===== config.mk =====
export PLATFORM = sky130hd
export DESIGN_NAME = piezo_tune_seq
export DESIGN_NICKNAME = d
export VERILOG_FILES = /design/src/rtl/piezo_pkg.sv /design/src/rtl/piezo_note_rom.sv /design/src/rtl/piezo_tune_seq.sv
export SDC_FILE = /design/constraint.sdc
export NUM_CORES = 1
export LEC_CHECK = 0
export CELL_PAD_IN_SITES_DETAIL_PLACEMENT = 1
export CELL_PAD_IN_SITES_GLOBAL_PLACEMENT = 1
export CORE_ASPECT_RATIO = 1.2
export CORE_MARGIN = 1.5
export CORE_UTILIZATION = 44
export DETAILED_ROUTE_END_ITERATION = 7
export PLACE_DENSITY_LB_ADDON = 0.1
export SLEW_MARGIN = 20
export SYNTH_ARGS = -nofsm -noshare
export SYNTH_HDL_FRONTEND = slang
export SYNTH_SLANG_ARGS = --single-unit

===== constraint.sdc =====
create_clock -name clk -period 3.97 [get_ports clk]
set_clock_uncertainty 0.1 [all_clocks]
set_input_delay 0.5955 -clock clk [delete_from_list [all_inputs] [get_ports clk]]
set_output_delay 0.5955 -clock clk [all_outputs]
set_load 0.02 [all_outputs]

===== src/rtl/piezo_pkg.sv =====
// Shared types and constants for the piezo alert-tune sequencer.
package piezo_pkg;

  localparam logic [20:0] NOTE_G6 = 21'd31888;
  localparam logic [20:0] NOTE_C7 = 21'd23889;
  localparam logic [20:0] NOTE_E7 = 21'd18961;
  localparam logic [20:0] NOTE_G7 = 21'd15944;

  typedef enum logic [1:0] {
    NONE     = 2'd0,
    EN_STEER = 2'd1,
    BATT_LOW = 2'd2,
    TOO_FAST = 2'd3
  } tune_e;

  typedef enum logic [1:0] {
    IDLE = 2'd0,
    PLAY = 2'd1,
    GAP  = 2'd2
  } state_e;

  localparam logic [1:0] LAST_EN_STEER = 2'd3;
  localparam logic [1:0] LAST_BATT_LOW = 2'd3;
  localparam logic [1:0] LAST_TOO_FAST = 2'd2;

endpackage


===== src/rtl/piezo_note_rom.sv =====
// Combinational note table: (tune, idx) -> period, length in units, last-note flag.
module piezo_note_rom
  import piezo_pkg::*;
(
  input  tune_e       tune,
  input  logic [1:0]  idx,
  output logic [20:0] period,
  output logic [1:0]  len_units,
  output logic        last
);

  always_comb begin
    period    = 21'd0;
    len_units = 2'd1;
    last      = 1'b1;
    case (tune)
      TOO_FAST: begin
        last = (idx == LAST_TOO_FAST);
        case (idx)
          2'd0:    period = NOTE_G6;
          2'd1:    period = NOTE_C7;
          default: period = NOTE_E7;
        endcase
      end
      BATT_LOW: begin
        last = (idx == LAST_BATT_LOW);
        case (idx)
          2'd0:    period = NOTE_G7;
          2'd1:    period = NOTE_E7;
          2'd2:    period = NOTE_C7;
          default: period = NOTE_G6;
        endcase
      end
      EN_STEER: begin
        last = (idx == LAST_EN_STEER);
        case (idx)
          2'd0:    period = NOTE_G6;
          2'd1:    period = NOTE_C7;
          2'd2:    period = NOTE_E7;
          default: begin
            period    = NOTE_G7;
            len_units = 2'd2;
          end
        endcase
      end
      default: len_units = 2'd0;
    endcase
  end

endmodule


===== src/rtl/piezo_tune_seq.sv =====
// Alert-tune sequencer: arbitrates alert requests and drives piezo PWM period/duty.
module piezo_tune_seq
  import piezo_pkg::*;
#(
  parameter int DUR_UNIT = 4194304,
  parameter int GAP_CYC  = 262144
) (
  input  logic        clk,
  input  logic        rst_n,
  input  logic        too_fast,
  input  logic        batt_low,
  input  logic        en_steer,
  output logic [20:0] max_cnt,
  output logic [19:0] duty,
  output logic        busy,
  output logic [1:0]  tune
);

  localparam int DUR_W = $clog2(2 * DUR_UNIT + 1);
  localparam int GAP_W = $clog2(GAP_CYC + 1);

  state_e            state_q, state_d;
  tune_e             tune_q, tune_d;
  logic [1:0]        idx_q, idx_d;
  logic [1:0]        len_q, len_d;
  logic              last_q, last_d;
  logic [DUR_W-1:0]  dcnt_q, dcnt_d;
  logic [GAP_W-1:0]  gcnt_q, gcnt_d;
  logic              en_prev_q, en_prev_d;
  logic              en_pend_q, en_pend_d;
  logic [20:0]       max_cnt_q, max_cnt_d;
  logic [19:0]       duty_q, duty_d;

  logic              load, en_clr, en_rise, d_term, g_term;
  logic [DUR_W-1:0]  dur_lim;
  logic [20:0]       nxt_period;
  logic [1:0]        nxt_len;
  logic              nxt_last;

  // Looks up the note about to be loaded so period/len/last register together.
  piezo_note_rom u_rom (
    .tune      (tune_d),
    .idx       (idx_d),
    .period    (nxt_period),
    .len_units (nxt_len),
    .last      (nxt_last)
  );

  assign en_rise = en_steer & ~en_prev_q;
  assign dur_lim = DUR_W'(len_q) * DUR_W'(DUR_UNIT);
  assign d_term  = (dcnt_q == dur_lim - DUR_W'(1));
  assign g_term  = (gcnt_q == GAP_W'(GAP_CYC - 1));

  always_ff @(posedge clk or negedge rst_n) begin
    if (!rst_n) begin
      state_q   <= IDLE;
      tune_q    <= NONE;
      idx_q     <= 2'd0;
      len_q     <= 2'd0;
      last_q    <= 1'b0;
      dcnt_q    <= '0;
      gcnt_q    <= '0;
      en_prev_q <= 1'b0;
      en_pend_q <= 1'b0;
      max_cnt_q <= 21'd0;
      duty_q    <= 20'd0;
    end else begin
      state_q   <= state_d;
      tune_q    <= tune_d;
      idx_q     <= idx_d;
      len_q     <= len_d;
      last_q    <= last_d;
      dcnt_q    <= dcnt_d;
      gcnt_q    <= gcnt_d;
      en_prev_q <= en_prev_d;
      en_pend_q <= en_pend_d;
      max_cnt_q <= max_cnt_d;
      duty_q    <= duty_d;
    end
  end

  always_comb begin
    state_d = state_q;
    tune_d  = tune_q;
    idx_d   = idx_q;
    dcnt_d  = dcnt_q;
    gcnt_d  = gcnt_q;
    load    = 1'b0;
    en_clr  = 1'b0;
    case (state_q)
      IDLE: begin
        if (too_fast)       tune_d = TOO_FAST;
        else if (batt_low)  tune_d = BATT_LOW;
        else if (en_pend_q) begin
          tune_d = EN_STEER;
          en_clr = 1'b1;
        end
        if (too_fast || batt_low || en_pend_q) begin
          idx_d = 2'd0;
          load  = 1'b1;
        end
      end
      PLAY: begin
        if (d_term) begin
          state_d = GAP;
          gcnt_d  = '0;
        end else begin
          dcnt_d = dcnt_q + DUR_W'(1);
        end
      end
      GAP: begin
        if (!g_term) begin
          gcnt_d = gcnt_q + GAP_W'(1);
        end else if (too_fast && tune_q != TOO_FAST) begin
          en_clr = (tune_q == EN_STEER);
          tune_d = TOO_FAST;
          idx_d  = 2'd0;
          load   = 1'b1;
        end else if (!last_q) begin
          idx_d = idx_q + 2'd1;
          load  = 1'b1;
        end else if (tune_q == TOO_FAST && too_fast) begin
          idx_d = 2'd0;
          load  = 1'b1;
        end else begin
          state_d = IDLE;
          tune_d  = NONE;
          idx_d   = 2'd0;
        end
      end
      default: state_d = IDLE;
    endcase
    if (load) begin
      state_d = PLAY;
      dcnt_d  = '0;
    end
    len_d     = load ? nxt_len : len_q;
    last_d    = load ? nxt_last : last_q;
    en_prev_d = en_steer;
    en_pend_d = en_rise | (en_pend_q & ~en_clr);
  end

  always_comb begin
    max_cnt_d = max_cnt_q;
    duty_d    = duty_q;
    if (load) begin
      max_cnt_d = nxt_period;
      duty_d    = nxt_period[20:1];
    end else if (state_q == PLAY && d_term) begin
      duty_d = 20'd0;
    end
  end

  assign max_cnt = max_cnt_q;
  assign duty    = duty_q;
  assign busy    = (state_q != IDLE);
  assign tune    = tune_q;

endmodule


==> metrics.yaml <==
dp_hpwl_mm: 7.35
diodes: 0
cts_setup_buffers: 0
fmax_mhz: 305
setup_viol: 0
power_mw: 1.91
grt_setup_unrepaired: "false"
ys_async_sr_fraction: 1.00
die_area_mm2: 0.0102
power_density_mw_per_mm2: 391
fp-row-count: 39
drive_gt1_frac: 0.0856
timing.slew.headroom: 0.374
track_usage: 0.220
crit_required_ns: 4.15
path_clk_slew_ns: 0.06
finalHoldViolations: 0
first_global_vias: 3525
area_growth_pct: 15.8
synthTopCellsByArea: "dfrtp_1 (43%), xnor2_1 (5.2%), nor2_1 (4.3%), nand2_1 (4.0%), buf_4 (3.9%)"
port_buffers: 30
synth_edf_count: 0
fin_crit_sh: 0.825
synth_top_area_frac: 0.432
avgViaCountPerCell: 5.63
critPathKind: "register to register"
cp-start-kind: "register"
drt_iter0_drc: 101
cts_resized: 0
layout_common_cells: "dfrtp_1 (73), nor2_1 (49), nand2_1 (45)"
tightest_slew_ns: 0.939
synthCells: 447
cts_tree: "yes"
outcome: "finished, final reports clean"
hold_buffers: 0
drv_cap: 0
hold_path.class: "input pin to async pin"
syn_area_mm2: 0.00423
wirelength_mm: 10.5
clock_path_buffers: 2
tns_ns: 0
core_mm2: 0.00942
grt_pass1_wl_mm: 17.5
crit_arrival_ns: 3.45
fp.dieW_um: 92.5
dieHeight_um: 110
gp_congestion: 0.854
cts_sinks: 73
maxSlewViolCount: 0
root_buffer: "clkbuf_16"
clock_latency_ns: 0.34
synth-seq-area-share: 0.432
io_pins: 49
ys_seq_elements: 73
vias: 3389
final_nets: 490
fillers: 1076
syn_area_per_cell_um2: 9.46
synthDistinctLibCells: 71
ant_nets: 0
critPathCaptureType: "register"
numCtsBuffers: 9
initial_core_util: 0.449
first_pass_iters: 4
grt_overflow: 0
multiInputGateArea_mm2: 0.00218
layout_commonest_cell: "dfrtp_1"
leakagePower_nw: 2.09
register_area_mm2: 0.00183
htreeDepth: 3
crit_fanout: 8
yosysTopAreaCell: "dfrtp_1"
period_needed_ns: 3.28
wl_per_cell_um: 17.5
synth_ff_type: "dfrtp_1"
grt_max_degree: 74
vdd_ir_drop_max_mv: 0.268
holdWs_ns: 0.287
antenna_found_initial: 0
route.detailed.drc: 0
yosysWarningCount: 0
## metal layers
metal / vias up / track usage / routed length (um)
li1: 1605 / - / -
met4: 0 / 0.0637 / 128
met1: 1737 / 0.271 / 4560
met5: - / 0 / 0
met3: 12 / 0.0466 / 303
met2: 35 / 0.389 / 5550
## worst max-delay path: stages (launching register included)
cell,delay (ns)
dfrtp_1,0.42
ha_1,0.21
and4b_1,0.33
nand3_4,0.16
nor3_1,0.29
a21oi_1,0.10
o221a_2,0.29
ha_1,0.22
a211o_1,0.27
o32ai_1,0.23
buf_4,0.20
nand2_1,0.06
o32ai_1,0.20
a21o_1,0.13
## cells by family after synthesis
group,synth area share
AOI/OAI and AO/OA,0.143
xor gates and xnor gates,0.0746
adders and majority gates,0.0296
buffers and inverters,0.0675
DFF,0.432
muxes,0.00740
other,0.000887
and+or+nand+nor,0.245
## cells in the mapped netlist, types with 2 or more instances
cell and count:
a2111oi_2 3, a211o_1 3, a211oi_1 3, a21o_1 2, a21oi_1 14, a22o_1 4, a31oi_1 3, and2_1 2
and3_1 4, and4_1 5, and4b_1 2, buf_2 6, buf_4 22, clkbuf_1 9, dfrtp_1 73, ha_1 10
inv_1 14, mux2i_1 2, nand2_1 45, nand2b_1 6, nand3_1 20, nand4_1 11, nand4b_1 2, nor2_1 49
nor2b_1 2, nor3_1 17, nor4_1 4, nor4b_4 2, o21a_1 3, o21ai_0 16, o21ai_1 5, o22ai_1 3
o31ai_1 2, o32ai_1 2, or3_1 6, or4_1 2, xnor2_1 25, xor2_1 11
## flip-flops by register name (all words and copies together) (netlist names)
name       count
dcnt_q        24
gcnt_q        19
max_cnt       10
duty           9
idx_q          2
len_q          2
state_q        2
tune           2
en_pend_q      1
en_prev_q      1
last_q         1
## cell type report
cell class                 instances  share of cell area
multi-input combinational        339               0.445
sequential                        73               0.373
timing repair buffer              37              0.0715
clock buffer                      13              0.0552
tap                              123              0.0314
clock inverter                     2              0.0123
inverter                          15              0.0115
## report_power, final
part / internal (mW) / switching [mW] / total, mW
Combinational: 0.0720 / 0.106 / 0.178
Clock: 0.598 / 0.300 / 0.899
Sequential: 0.792 / 0.0458 / 0.837
## metrics by stage
stage | util | cell area [um^2] | worst slack [ns] | instances
final | 0.520 | 4900 | 0.694 | 602
after global routing | 0.520 | 4900 | 0.470 | 602
after CTS | 0.520 | 4900 | 0.674 | 602
after detailed placement | 0.485 | 4570 | 0.451 | 587
after global placement | 0.485 | 4570 | 0.525 | 587
after floorplan | - | 4290 | 0.911 | 464
## path summary, 6_finish.rpt
check	depth (start not counted)	end	slack (ns)	startpoint
max	13	max_cnt[3]	0.69	gcnt_q[0]
min	1	dcnt_q[10]	0.29	rst_n
max reg2reg	13	max_cnt[3]	0.69	gcnt_q[0]
min reg2reg	1	en_pend_q	0.34	en_prev_q
max in group asynchronous	1	last_q	2.86	rst_n
min in group clk	1	en_pend_q	0.34	en_prev_q
(Power assumes the default switching activity.)
